## src/rtl/uart_rx_byte.sv

```systemverilog
`timescale 1ns/1ps
// 8N1 UART receiver: resynchronises din, rejects start glitches, delivers bytes on valid/ready,
// flags framing errors and overruns. Outputs update one clk after the stop-bit sample.
module uart_rx_byte #(
  parameter int SYSTEM_CLOCK = 32000000,
  parameter int BAUD_RATE    = 9600,
  parameter int CYC_COUNT    = SYSTEM_CLOCK / BAUD_RATE,
  parameter int HALF_COUNT   = CYC_COUNT / 2
) (
  input  logic       clk,
  input  logic       rst_n,
  input  logic       din,
  output logic [7:0] rx_data,
  output logic       rx_valid,
  input  logic       rx_ready,
  output logic       frame_err,
  output logic       overrun
);

  localparam int CW = (CYC_COUNT > 1) ? $clog2(CYC_COUNT) : 1;
  localparam logic [CW-1:0] CYC_LAST  = CW'(CYC_COUNT - 1);
  localparam logic [CW-1:0] HALF_LAST = CW'(HALF_COUNT - 1);

  typedef enum logic [2:0] {IDLE, START, DATA, STOP, BREAK} state_t;

  state_t        state, state_n;
  logic [CW-1:0] cnt, cnt_n;
  logic [2:0]    idx, idx_n;
  logic [7:0]    shift, shift_n;
  logic          din_m, din_s;
  logic          done_ok, done_ok_n;
  logic          done_err, done_err_n;

  always_ff @(posedge clk or negedge rst_n) begin
    if (!rst_n) begin
      din_m <= 1'b1;
      din_s <= 1'b1;
    end else begin
      din_m <= din;
      din_s <= din_m;
    end
  end

  always_ff @(posedge clk or negedge rst_n) begin
    if (!rst_n) begin
      state    <= IDLE;
      cnt      <= '0;
      idx      <= '0;
      shift    <= '0;
      done_ok  <= 1'b0;
      done_err <= 1'b0;
    end else begin
      state    <= state_n;
      cnt      <= cnt_n;
      idx      <= idx_n;
      shift    <= shift_n;
      done_ok  <= done_ok_n;
      done_err <= done_err_n;
    end
  end

  always_comb begin
    state_n    = state;
    cnt_n      = cnt;
    idx_n      = idx;
    shift_n    = shift;
    done_ok_n  = 1'b0;
    done_err_n = 1'b0;
    case (state)
      IDLE: begin
        if (!din_s) begin
          state_n = START;
          cnt_n   = '0;
        end
      end
      START: begin
        // Mid-start-bit check: a line already back high was only a glitch.
        if (cnt == HALF_LAST) begin
          if (din_s) begin
            state_n = IDLE;
          end else begin
            state_n = DATA;
            cnt_n   = '0;
            idx_n   = '0;
          end
        end else begin
          cnt_n = cnt + CW'(1);
        end
      end
      DATA: begin
        if (cnt == CYC_LAST) begin
          shift_n = {din_s, shift[7:1]};
          cnt_n   = '0;
          if (idx == 3'd7) state_n = STOP;
          else             idx_n   = idx + 3'd1;
        end else begin
          cnt_n = cnt + CW'(1);
        end
      end
      STOP: begin
        if (cnt == CYC_LAST) begin
          cnt_n = '0;
          if (din_s) begin
            done_ok_n = 1'b1;
            state_n   = IDLE;
          end else begin
            done_err_n = 1'b1;
            state_n    = BREAK;
          end
        end else begin
          cnt_n = cnt + CW'(1);
        end
      end
      BREAK: begin
        // A held-low line must return high before another start is accepted.
        if (din_s) state_n = IDLE;
      end
      default: state_n = IDLE;
    endcase
  end

  always_ff @(posedge clk or negedge rst_n) begin
    if (!rst_n) begin
      rx_data   <= 8'h00;
      rx_valid  <= 1'b0;
      frame_err <= 1'b0;
      overrun   <= 1'b0;
    end else begin
      frame_err <= done_err;
      overrun   <= 1'b0;
      if (done_ok) begin
        if (!rx_valid || rx_ready) begin
          rx_data  <= shift;
          rx_valid <= 1'b1;
        end else begin
          overrun <= 1'b1;
        end
      end else if (rx_ready) begin
        rx_valid <= 1'b0;
      end
    end
  end

endmodule

```

## config.mk

```make
export PLATFORM = sky130hd
export DESIGN_NAME = uart_rx_byte
export DESIGN_NICKNAME = d
export VERILOG_FILES = /design/src/rtl/uart_rx_byte.sv
export SDC_FILE = /design/constraint.sdc
export NUM_CORES = 1
export LEC_CHECK = 0
export ABC_AREA = 1
export BUFFER_PORTS_ARGS = -buffer_cell sky130_fd_sc_hd__buf_2
export CORE_MARGIN = 2
export CORE_UTILIZATION = 64
export CTS_CLUSTER_DIAMETER = 120
export CTS_CLUSTER_SIZE = 16
export DETAILED_ROUTE_END_ITERATION = 8
export GPL_TIMING_DRIVEN = 0
export PLACE_DENSITY_LB_ADDON = 0.1
export SETUP_SLACK_MARGIN = 0.15
export SYNTH_ARGS = -nofsm -noshare
export SYNTH_HDL_FRONTEND = slang
export SYNTH_SLANG_ARGS = --single-unit
```

## constraint.sdc

```tcl
create_clock -name clk -period 3.1 [get_ports clk]
set_input_delay 0.465 -clock clk [delete_from_list [all_inputs] [get_ports clk]]
set_output_delay 0.465 -clock clk [all_outputs]
set_load 0.05 [all_outputs]
```

==> results, run 1 <==
- The number of setup buffers added after CTS is 0.
- The maximum clock frequency is 575 MHz.
- The number of distinct library cell variants in the gate-level netlist after synthesis is 32.
- After clock tree synthesis, the clock-pin slew on the worst setup and hold paths is 0.11 ns.
- The worst hold-check path type is in2reg.
- The mean instance size in the synthesized netlist is 7.83 um2.
- Summed over all nets, the half-perimeter wirelength after detailed placement is 3.24 mm.
- The maximum clock insertion buffer count is 2.
- Once placement completed, the tool counted placed cells totaling 349.
- The total wire length is 4.28 mm.
- The number of global-route vias before repair is 1718.
- The most common cell type on the critical path is nand2_2.
- For the worst setup path, the data arrival time is 1.99 ns.
- The max-slew violation count is 0.
- The worst pin sits at a relative slew slack of 42.3%.
- The initial antenna violation count was 0.
- The layout overhead on the synthesized area is 8.40%.
- During synthesis, Yosys emitted a total of 0 warnings.
- The detailed router placed 1857 vias in this run.
- The cell chosen for the clock root is clkbuf_4.
- The total number of clock tree sinks is 41.
- The endpoint identified for the worst register-to-register timing path is idx[1].
- The number of gates resized after cts is 0.
- The initial core utilization is 67.3%.
- For this run, the detailed router's first-pass iteration total came to 4.
- For this design the static power due to leakage is 1.20 nW.
- The pin count of the biggest net entering global routing is 42.
- The number of antenna diodes in the final layout is 0.
- The number of cells produced by synthesis is 289.
- The slowest stage of the critical path is the dfrtp_1 cell.
- Of the cells placed in the final design, the portion with a size suffix greater than 1 is 18.6%.
- The largest fanout of any net on the critical path is 6.
- The element type at the critical path start is a flop.
- The die boundary width is 63.5 um.
- The power density over the cells is 342 nW/um2.
- The net count of the finished layout is 319.
- The library cells used most frequently in the layout, excluding fill and tap cells, are nand2_1 (96), dfrtp_1 (39), inv_1 (32).
- The largest incremental delay on the critical path is 0.46 ns.
- The finished layout holds 357 standard cells, fillers aside.
- In this run the core area contains 21 standard-cell rows.
- The critical path start-end classification is reg2reg.
- IR analysis of the VDD net gives a maximum drop of 0.216 mV.
- In the routed design, unresolved DRC markers number 0.
- Following the worst setup path forward leads to its endpoint at idx[1].
- The met2 global-route usage is 38.7%.
- The detail route stage leaves a number of antenna-violating nets equal to 0.
- The part of the cycle the worst path needs is 56.1%.
- The H-tree depth reported by CTS is 2.
- The floorplan step set the die height to 63.5 um.
- Buffers placed on the I/O ports in this run total 14.
- Setup violations remaining at the end of the flow were counted as 0.
- The routability-driven placement congestion ratio is 0.974.
- The clock tree from TritonCTS is done.
- The tightest hold path in the finished design has a slack of 0.198 ns.
- The data required time of the critical path is 3.35 ns.
- The slack of the worst reg-to-reg path is 1.36 ns.
- The hold violation count in the final report was 0.
- After detailed routing, the average wire length per cell comes to 12.0 um.
- The number of cells on the worst reg-to-reg path is 11.
- The flow ran to the end, and the final reports show no timing, DRC or antenna violations.
- The first-pass GRT wire length is 7.63 mm.
- The clock reaches the later pin of the worst-skew pair after 0.36 ns.
- Counting the buffers created by CTS gives 5.
- The global-route track usage on met3 is 5.36%.
- Leaving out fill and tap cells, the most frequent cell in the layout is nand2_1.
- The number of top-level pins is 15.
- In the final timing run, aggregate negative setup slack is 0 ns.
- In this run, synthesis produced a sequential element count of 41.
- Setup repair after global routing left no endpoint under its margin.
- Global routing used 24.6% of the available tracks across all layers.
- Walking the worst path, the cells encountered are inv_1 -> ha_1 -> nand3_1 -> nor2_2 -> nand2_2 -> nand2_2 -> nand2_2 -> inv_4 -> nand2_4 -> nand2_1 -> o21ai_1.
- The completed layout was analyzed and its total power is 0.000839 W.
- For this design, the CTS-stage hold fixing added 0 buffers.
- The total global routing overflow is 0.
- The number of nets produced by synthesis is 298.
- For met1 alone, demand over resource in global routing was 33.9%.
- The area enclosed by the die boundary is 4030 um2.
- The cell area after synthesis is 2260 um2.
- In this run, the number of DRC markers left after iteration 0 of detailed routing was 187.
- The total of max-cap violations is 0.
- The launching element of the worst setup path is cnt[1].
- The core region is 3360 um2.
- The worst reg2reg path startpoint is cnt[1].
- The sequential cell area fraction in the yosys report is 45.4%.
- At the pin with the least slew margin, the transition time is 0.866 ns.
- The capturing element type of the critical path is a flop.
- The smallest clock period supported by the final layout is computed as 1.74 ns.
- The highest-utilization routing layer at the global route stage is met2.
- Dividing the detail-routed via count by the number of cells gives 5.20.
- The final setup skew is 0.00987 ns.
==> critical path, delay by kind of cell, from the launching register on <==
family / cells / cell delay, ns
adders and majority gates: 1 / 0.17
buffers and inverters: 2 / 0.19
AOI/OAI and AO/OA: 1 / 0.06
and+or+nand+nor: 7 / 0.73
DFF: 1 / 0.46
==> metrics by stage <==
stage                     worst slack (ns)  utilization [%]  instance area [um2]
after floorplan                       1.59                -                 2260
after global placement                1.40             71.1                 2390
after detailed placement              1.39             71.1                 2390
after CTS                             1.37             73.0                 2450
after global routing                  1.23             73.0                 2450
final                                 1.36             73.0                 2450
==> per-layer routing <==
metal / up-vias / wire length (um)
met2: 41 / 2000
met3: 7 / 238
met5: - / 0
met4: 0 / 61
li1: 961 / -
met1: 848 / 1980
==> how the worst min path moves through the flow <==
stage / end / startpoint / cells past startpoint
2_1_floorplan: cnt[0] / rst_n / 0
3_3_place_gp: frame_err / done_err / 0
4_1_cts: din_m / din / 1
3_5_place_dp: frame_err / done_err / 0
6_report: din_m / din / 1
5_1_grt: din_m / din / 1
==> cell usage after synthesis, drive strengths merged <==
cell type  instances  share of area [%]
a21oi              1               0.22
buf                3               0.94
clkbuf             1               0.17
dfrtp             39                 43
dfstp              2                2.3
ha                 5                2.8
inv               39                6.7
mux2               1               0.50
nand2            101                 18
nand3             31                7.4
nand3b             2               0.66
nand4              2               0.55
nor2              25                5.5
nor3               7                2.5
o211ai             2               0.66
o21a               1               0.33
o21ai             23                6.7
o22ai              1               0.28
or2                1               0.28
xor2               2               0.77
==> state kept, by name, indices dropped and copies added, names as in the netlist <==
register / flops
overrun: 1
done_ok: 1
rx_valid: 1
din_m: 1
cnt: 12
done_err: 1
state: 3
shift: 8
din_s: 1
frame_err: 1
idx: 3
rx_data: 8
==> cells by family (layout without fill, tap and decap cells) <==
| family | Yosys count | after routing | share of synthesized area, % |
|---|---|---|---|
| and+or+nand+nor | 169 | 169 | 34.5 |
| buffers and inverters | 43 | 65 | 7.79 |
| DFF | 41 | 41 | 45.4 |
| AOI/OAI and AO/OA | 28 | 28 | 8.24 |
| adders and majority gates | 5 | 5 | 2.76 |
| xor gates and xnor gates | 2 | 2 | 0.774 |
| muxes | 1 | 1 | 0.497 |
==> area by class of cell <==
cell class | instances | area [um2]
multi-input combinational | 205 | 1060
sequential | 41 | 1030
fill | 283 | 910
inverter | 39 | 151
timing repair buffer | 14 | 70.1
tap | 46 | 57.6
clock buffer | 7 | 55.1
buffer | 4 | 25.0
clock inverter | 1 | 7.51
==> report_power, final <==
| part | internal [W] | total (W) | switching, W |
|---|---|---|---|
| Sequential | 0.000537 | 0.000537 | 0.000000381 |
| Clock | 0.000111 | 0.000285 | 0.000174 |
| Combinational | 0.00000269 | 0.0000166 | 0.0000139 |
Note: power is estimated with default switching activity, not from simulation.
==> inputs of run 2 (changes only) <==
--- a/config.mk
+++ b/config.mk
@@ -8,7 +8,7 @@
 export ABC_AREA = 1
 export BUFFER_PORTS_ARGS = -buffer_cell sky130_fd_sc_hd__buf_2
 export CORE_MARGIN = 2
-export CORE_UTILIZATION = 64
+export CORE_UTILIZATION = 60
 export CTS_CLUSTER_DIAMETER = 120
 export CTS_CLUSTER_SIZE = 16
 export DETAILED_ROUTE_END_ITERATION = 8
==> constraint.sdc (replaced) <==
create_clock -name clk -period 1.7 [get_ports clk]
set_input_delay 0.255 -clock clk [delete_from_list [all_inputs] [get_ports clk]]
set_output_delay 0.255 -clock clk [all_outputs]
set_load 0.05 [all_outputs]
==> run 2 against run 1 <==
Core utilization up 5.7 points. Setup slack worse by 1.3 ns. Sequential power up 82%. Sequential share of layout area down 5.6 points. Register-to-register slack worse by 1.3 ns. Clock power up 130%. Final cell count up 5.6%. Critical path depth down 3. Power up 99%. Largest cell class unchanged.
==> results, run 2 (synthesis results as in run 1) <==
- The leakage power of the design came to 1.34 nW (+12%).
- The worst slew margin relative to its limit was 41.1% (-1.1 points).
- The via density per instance is 5.49 (+5.6%).
- STA classifies the critical path startpoint as a flop.
- The max-slew violation count is 0 (unchanged).
- The number of hold-repair buffers added at the cts stage is 0 (unchanged).
- The post-route setup TNS is 0 ns (unchanged).
- More flip-flops sit in one register than any other, and that register is cnt.
- The number of top-level pins is 15 (unchanged).
- The number of DRC markers after the initial detailed-route iteration is 205 (+9.6%).
- The antenna diode count is 0 (unchanged).
- The peak supply drop was 0.451 mV (+110%).
- The total vias in the final route is 2070 (+11%).
- The layout overhead on the synthesized area is 26.3%.
- The clock tree from TritonCTS is done.
- The register cell area after layout is 1040 um2 (+0.85%).
- The total global routing overflow is 0 (unchanged).
- Following the worst setup path forward leads to its endpoint at idx[1].
- The average routed wire per standard cell is 13.9 um (+16%).
- The number of filler cells placed in the layout is 254 (-10%).
- The first-pass GRT wire length is 7.88 mm (+3.2%).
- The utilization after layout was 78.7% (+5.7 points).
- The top cell types in the final layout, fill and taps aside, are nand2_1 (81), dfrtp_1 (32), inv_1 (28).
- The final setup skew was 0.00688 ns (-0.00298 ns).
- The share of cells above drive strength 1 came to 34.0% (+15 points).
- The DRC violations left is 0 (unchanged).
- The hold violation count in the final report is 0 (unchanged).
- The length of the first detailed-routing pass in iterations was 5 (+1).
- The standard cell core area was 3630 um2 (+8.0%).
- The critical path arrival is 1.77 ns (-0.22 ns).
- The vertical die dimension was 65.4 um (+3.1%).
- In this run the critical register-to-register path is launched from state[2].
- The number of standard-cell rows in the floorplan is 22 (+4.8%).
- The final-layout worst hold slack is 0.0609 ns (-0.138 ns).
- The final total power is 0.00167 W (+99%).
- The clock latency on the worst-skew pair was 0.29 ns (-0.07 ns).
- The most frequent standard cell in the layout excluding fill and tap cells is nand2_1.
- The final period demand of the worst path is 1.59 ns (-0.146 ns).
- The total wire length is 5.26 mm (+23%).
- The area enclosed by the die boundary is 4280 um2 (+6.2%).
- The largest fanout of any net on the critical path is 9 (+3).
- The routability-driven placement congestion ratio was 0.927 (-4.9%).
- The number of flip-flops under the largest register name is 12 (unchanged).
- The maximum clock insertion buffer count is 2 (unchanged).
- The worst hold-check path type is in2reg.
- The largest incremental delay on the critical path is 0.38 ns (-0.08 ns).
- Setup repair after global routing could not meet its margin everywhere.
- The total number of clock tree sinks came to 41 (unchanged).
- The part of the cycle the worst path needs is 93.7% (+38 points).
- The number of antenna-violating nets in the routed design is 0 (unchanged).
- The data required time of the critical path is 1.88 ns (-1.47 ns).
- The end of the worst register-to-register path is idx[1].
- The count of endpoints failing setup in the final report is 0 (unchanged).
- The HPWL after detailed placement was 3.15 mm (-2.8%).
- The clock transition time at the flip-flop clock pins of the worst setup and hold paths is 0.07 ns (-0.04 ns).
- The initial antenna violation count is 0 (unchanged).
- The die boundary width is 65.4 um (+3.1%).
- The maximum clock frequency is 628 MHz (+9.1%).
- The initial core utilization is 62.3% (-5.0 points).
- The standard cell with the maximum stage delay on the critical path is dfrtp_1.
- The H-tree depth reported by CTS is 2 (unchanged).
- The tree is rooted in a clkbuf_8.
- In this run the worst setup path begins at state[2].
- The number of input and output port buffers inserted came to 14 (unchanged).
- The total of max-cap violations is 0 (unchanged).
- The slack of the worst reg-to-reg path came to 0.11 ns (-1.25 ns).
- The critical path start-end classification is reg2reg.
- The power density over the cells is 584 nW/um2 (+71%).
- The footprint of the multi-input gates is 1240 um2 (+17%).
- The pin count of the biggest net entering global routing was 42 (unchanged).
- The run finished with clean final reports.
- The number of global-route vias before repair is 1802 (+4.9%).
- The number of nets at the end of the flow is 337 (+5.6%).
- The worst setup path is captured at a flop.
- The length in cells of the worst reg-to-reg path is 8 (-3).
- In the final layout, the registers with the most flip-flops are cnt (12), rx_data (8), shift (8).
- The actual transition at the worst max-transition pin is 0.883 ns (+0.0170 ns).
- Traced cell by cell, the critical path runs through buf_6 -> nor3_4 -> buf_4 -> inv_2 -> o21ai_4 -> nand2_4 -> nand2_2 -> o21ai_1.
- The number of CTS-inserted buffers is 5 (unchanged).
- The global routing usage summed across all routing layers is 23.9% (-0.71 points).
[run 2: cell count changes in the layout (fill, tap and decap cells not counted), sizes merged]
cell,before,now
buf,17,35
[run 2: metrics by stage]
| stage | setup slack [ns] | cell area [um2] | std cells |
|---|---|---|---|
| global placement | 0.00329 | 2390 | 351 |
| floorplan | 0.194 | 2260 | 289 |
| finish | 0.107 | 2860 | 377 |
| global route | 0.0242 | 2860 | 377 |
| detailed placement | -0.0292 | 2390 | 351 |
| CTS | 0.128 | 2660 | 372 |
[run 2: how the worst min path moves through the flow]
| stage | from | to | slack [ns] | cells past startpoint |
|---|---|---|---|---|
| finish | din | din_m | 0.06 | 1 |
| global route | din | din_m | 0.04 | 1 |
| CTS | din | din_m | 0.06 | 1 |
| detailed placement | done_err | frame_err | 0.33 | 0 |
| global placement | done_err | frame_err | 0.33 | 0 |
| floorplan | rst_n | cnt[0] | -0.04 | 0 |
[run 2: area by class of cell]
| cell class | instances | share of cell area [%] |
|---|---|---|
| buffer | 4 | 1.31 |
| clock buffer | 7 | 3.02 |
| clock inverter | 1 | 0.263 |
| inverter | 39 | 5.30 |
| multi-input combinational | 205 | 43.3 |
| sequential | 41 | 36.3 |
| tap | 48 | 2.10 |
| timing repair buffer | 32 | 8.40 |
[run 2: timing repair]
item,CTS,global route
pin swaps,5,9
resized for setup,14,53
setup buffers,12,5
setup endpoints to repair,20,26
gates cloned,1,0
[run 2: routing by layer]
layer  up-vias  wire length, um  track usage (%)
met5         -                0                0
met4         0              109             6.25
met3        16              292             5.14
met2        78             2570             38.5
met1       976             2280             32.8
li1       1000                -                -
[run 2: where the power goes]
part / total [W] / internal, W / switching, W
combinational: 0.0000332 / 0.00000644 / 0.0000268
sequential: 0.000979 / 0.000979 / 0.000000616
clock: 0.000658 / 0.000330 / 0.000328
total: 0.00167 / 0.00131 / 0.000355
[run 2: worst max-delay path, delay by kind of cell, from the launching register on]
family | cells | cell delay (ns)
AO/OA/AOI/OAI | 2 | 0.21
buffers and inverters | 3 | 0.38
flip-flops | 1 | 0.38
AND/OR/NAND/NOR | 3 | 0.50
==> inputs of run 3 (changes only) <==
--- a/config.mk
+++ b/config.mk
@@ -8,12 +8,13 @@
 export ABC_AREA = 1
 export BUFFER_PORTS_ARGS = -buffer_cell sky130_fd_sc_hd__buf_2
 export CORE_MARGIN = 2
-export CORE_UTILIZATION = 60
+export CORE_UTILIZATION = 54
 export CTS_CLUSTER_DIAMETER = 120
 export CTS_CLUSTER_SIZE = 16
 export DETAILED_ROUTE_END_ITERATION = 8
 export GPL_TIMING_DRIVEN = 0
-export PLACE_DENSITY_LB_ADDON = 0.1
+export PLACE_DENSITY = 0.79
+export RECOVER_POWER = 25
 export SETUP_SLACK_MARGIN = 0.15
 export SYNTH_ARGS = -nofsm -noshare
 export SYNTH_HDL_FRONTEND = slang
==> constraint.sdc (replaced) <==
create_clock -name clk -period 1.29 [get_ports clk]
set_input_delay 0.1935 -clock clk [delete_from_list [all_inputs] [get_ports clk]]
set_output_delay 0.1935 -clock clk [all_outputs]
set_load 0.05 [all_outputs]
==> run 3 against run 2 <==
The run now ends with setup timing left. Cell area grew 6.7%. Critical path type unchanged. Largest power group unchanged. Sequential share of layout area fell by 2.1 points. Sequential power grew 32%. Clock skew is 0.0050 ns higher. Non-clock buffer count rose by 8. Critical path depth increased by 1. Global-route usage increased by 1.7 points. Die area rose by 10%. Combinational power grew 47%. Register-to-register slack got worse by 0.45 ns.
==> results, run 3 (synthesis results as in run 1) <==
- The number of CTS-inserted buffers was 5 (unchanged).
- The vertical die dimension came to 68.7 um (+5.1%).
- The power density over the cells was 722 nW/um2 (+24%).
- The global routing usage summed across all routing layers is 25.5% (+1.7 points).
- The via density per instance is 5.75 (+4.8%).
- The combined buffer and inverter count along the critical path came to 1 (-2).
- The highest-utilization routing layer at the global route stage is met2.
- In this run the worst hold path is classified as in2async.
- The max-slew violation count is 0 (unchanged).
- The number of antenna-violating nets in the routed design is 0 (unchanged).
- The element type at the critical path start is a flop.
- The H-tree depth reported by CTS came to 2 (unchanged).
- The length of the first detailed-routing pass in iterations is 6 (+1).
- The antenna diode count is 0 (unchanged).
- The clock latency on the worst-skew pair is 0.31 ns (+0.02 ns).
- The maximum clock insertion buffer count came to 2 (unchanged).
- The length in cells of the worst reg-to-reg path is 9 (+1).
- The actual transition at the worst max-transition pin is 1.01 ns (+0.122 ns).
- The number of input and output port buffers inserted is 14 (unchanged).
- The average routed wire per standard cell is 16.7 um (+20%).
- The initial antenna violation count is 0 (unchanged).
- The most frequent standard cell in the layout excluding fill and tap cells is nand2_1.
- The most common cell type on the critical path is nand2_1.
- The tree is rooted in a clkbuf_8.
- The largest incremental delay on the critical path is 0.43 ns (+0.05 ns).
- The die boundary width is 68.7 um (+5.1%).
- The capturing element type of the critical path is a flop.
- In the layout the commonest cells are nand2_1 (73), dfrtp_1 (29), inv_1 (23).
- The maximum clock frequency is 611 MHz (-2.6%).
- The part of the cycle the worst path needs is 127% (+33 points).
- The post-route worst setup slack was -0.346 ns (-0.452 ns).
- The number of flip-flops under the largest register name was 12 (unchanged).
- The number of filler cells placed in the layout is 268 (+5.5%).
- The pin count of the biggest net entering global routing is 42 (unchanged).
- The slack of the worst reg-to-reg path is -0.35 ns (-0.45 ns).
- The number of global-route vias before repair is 1974 (+9.5%).
- The total number of clock tree sinks is 41 (unchanged).
- The final total power is 0.00220 W (+32%).
- The peak supply drop is 0.429 mV (-4.8%).
- The number of standard-cell rows in the floorplan is 23 (+4.5%).
- The number of top-level pins came to 15 (unchanged).
- The worst slew margin relative to its limit is 33.0% (-8.2 points).
- The DRC violations left was 0 (unchanged).
- The leakage power of the design is 1.41 nW (+5.1%).
- The register with the most flip-flops in the final layout is cnt.
- The cell area reported after detailed placement was 2440 um2 (+2.1%).
- The clock transition time at the flip-flop clock pins of the worst setup and hold paths is 0.09 ns (+0.02 ns).
- The number of DRC markers after the initial detailed-route iteration is 222 (+8.3%).
- The worst-case setup slack after placement was -0.328 ns (-0.299 ns).
- The HPWL after detailed placement came to 3.30 mm (+4.7%).
- The worst register-to-register path begins at cnt[1].
- Grouping stages by cell kind, the critical path spends the most delay in simple AND/OR/NAND/NOR gates.
- The cell area after layout is 3050 um2 (+6.7%).
- The flow ran to the end, but the final reports show violations.
- The checks that failed: setup timing.
- In the final layout, the registers with the most flip-flops are cnt (12), rx_data (8), shift (8).
- The final period demand of the worst path came to 1.64 ns (+0.0423 ns).
- The end of the worst register-to-register path is cnt[10].
- The global-route track usage on met3 is 5.52% (+0.38 points).
- The routability-driven placement congestion ratio is 0.895 (-3.5%).
- The count of endpoints failing setup in the final report is 28 (+28).
- The largest fanout of any net on the critical path is 8 (-1).
- The total global routing overflow is 0 (unchanged).
- The share of cells above drive strength 1 was 44.2% (+10 points).
- The data required time of the critical path was 1.50 ns (-0.38 ns).
- The met1 usage in global routing is 32.5% (-0.38 points).
- The critical path arrival was 1.85 ns (+0.08 ns).
- The largest individual stage delay along the critical path comes from the cell dfrtp_1.
- By startpoint and endpoint, the worst setup path is classified as reg2reg.
- TritonCTS built the clock tree.
- From synthesis to final layout, the design area changed by 34.7%.
- The standard cell core area is 4030 um2 (+11%).
- The total of max-cap violations came to 0 (unchanged).
- The number of nets at the end of the flow is 345 (+2.4%).
- The hold violation count in the final report is 0 (unchanged).
- The final setup skew is 0.0119 ns (+0.00504 ns).
- The total wire length was 6.46 mm (+23%).
- The met2 global-route usage is 41.8% (+3.3 points).
- The area enclosed by the die boundary is 4730 um2 (+10%).
- Traced cell by cell, the critical path runs through inv_2 -> ha_4 -> nand2_1 -> nor2_1 -> nand3b_1 -> nand2_2 -> nand2_8 -> nand3_1 -> nand2_1.
- The first-pass GRT wire length is 8.84 mm (+12%).
- The initial core utilization came to 56.2% (-6.1 points).
- The post-route setup TNS is -6.54 ns (-6.54 ns).
- The total vias in the final route is 2227 (+7.6%).
- Setup repair after global routing could not meet its margin everywhere.
-- run 3: changes by cell type in the layout (fill, tap and decap cells not counted), sizes merged --
cell         previous run  this run
clkbuf                  8        12
dlygate4sd3             0         1
clkinv                  0         2
buf                    35        36
-- run 3: final cells by class --
type	count	area, um2	share of cell area (%)
clock inverters	3	17.5	0.574
plain buffers	4	42.5	1.40
well taps	50	62.6	2.05
clock buffers	5	68.8	2.26
inverters	39	156	5.13
flip-flops and latches	41	1040	34.1
repair buffers	40	342	11.2
multi-input cells	205	1320	43.2
-- run 3: how the worst max path moves through the flow --
stage	to	startpoint	slack, ns	cells past startpoint
finish	cnt[10]	cnt[1]	-0.35	9
floorplan	idx[1]	cnt[1]	-0.14	11
global route	cnt[10]	cnt[7]	-0.43	6
global placement	cnt[11]	cnt[1]	-0.31	9
CTS	idx[1]	cnt[0]	-0.24	11
detailed placement	cnt[10]	cnt[0]	-0.33	7
-- run 3: power by group --
| group | switching (W) | internal, W |
|---|---|---|
| sequential | 0.00000129 | 0.00129 |
| clock | 0.000488 | 0.000374 |
| combinational | 0.0000384 | 0.0000104 |
-- run 3: repair_timing --
action / in CTS / in global routing
hold endpoints to repair: 1 / 0
setup endpoints to repair: 28 / 34
resized for setup: 40 / 53
gates cloned: 1 / 0
pin swaps: 15 / 17
hold buffers: 1 / 0
setup buffers: 14 / 10
-- run 3: per-stage QoR --
step / util (%) / cells / hold WS [ns]
5_1_grt: 75.7 / 387 / 0.117
3_3_place_gp: 60.7 / 353 / 0.299
3_5_place_dp: 60.7 / 353 / 0.300
2_1_floorplan: - / 289 / -0.102
6_report: 75.7 / 387 / 0.0335
4_1_cts: 69.9 / 377 / 0.0427
-- run 3: layer usage --
layer | up-vias | part of all wire (%) | wire [um]
met3 | 46 | 7.3 | 474
met5 | - | 0 | 0
li1 | 1017 | - | -
met1 | 1033 | 37 | 2380
met2 | 131 | 50 | 3210
met4 | 0 | 6.1 | 393
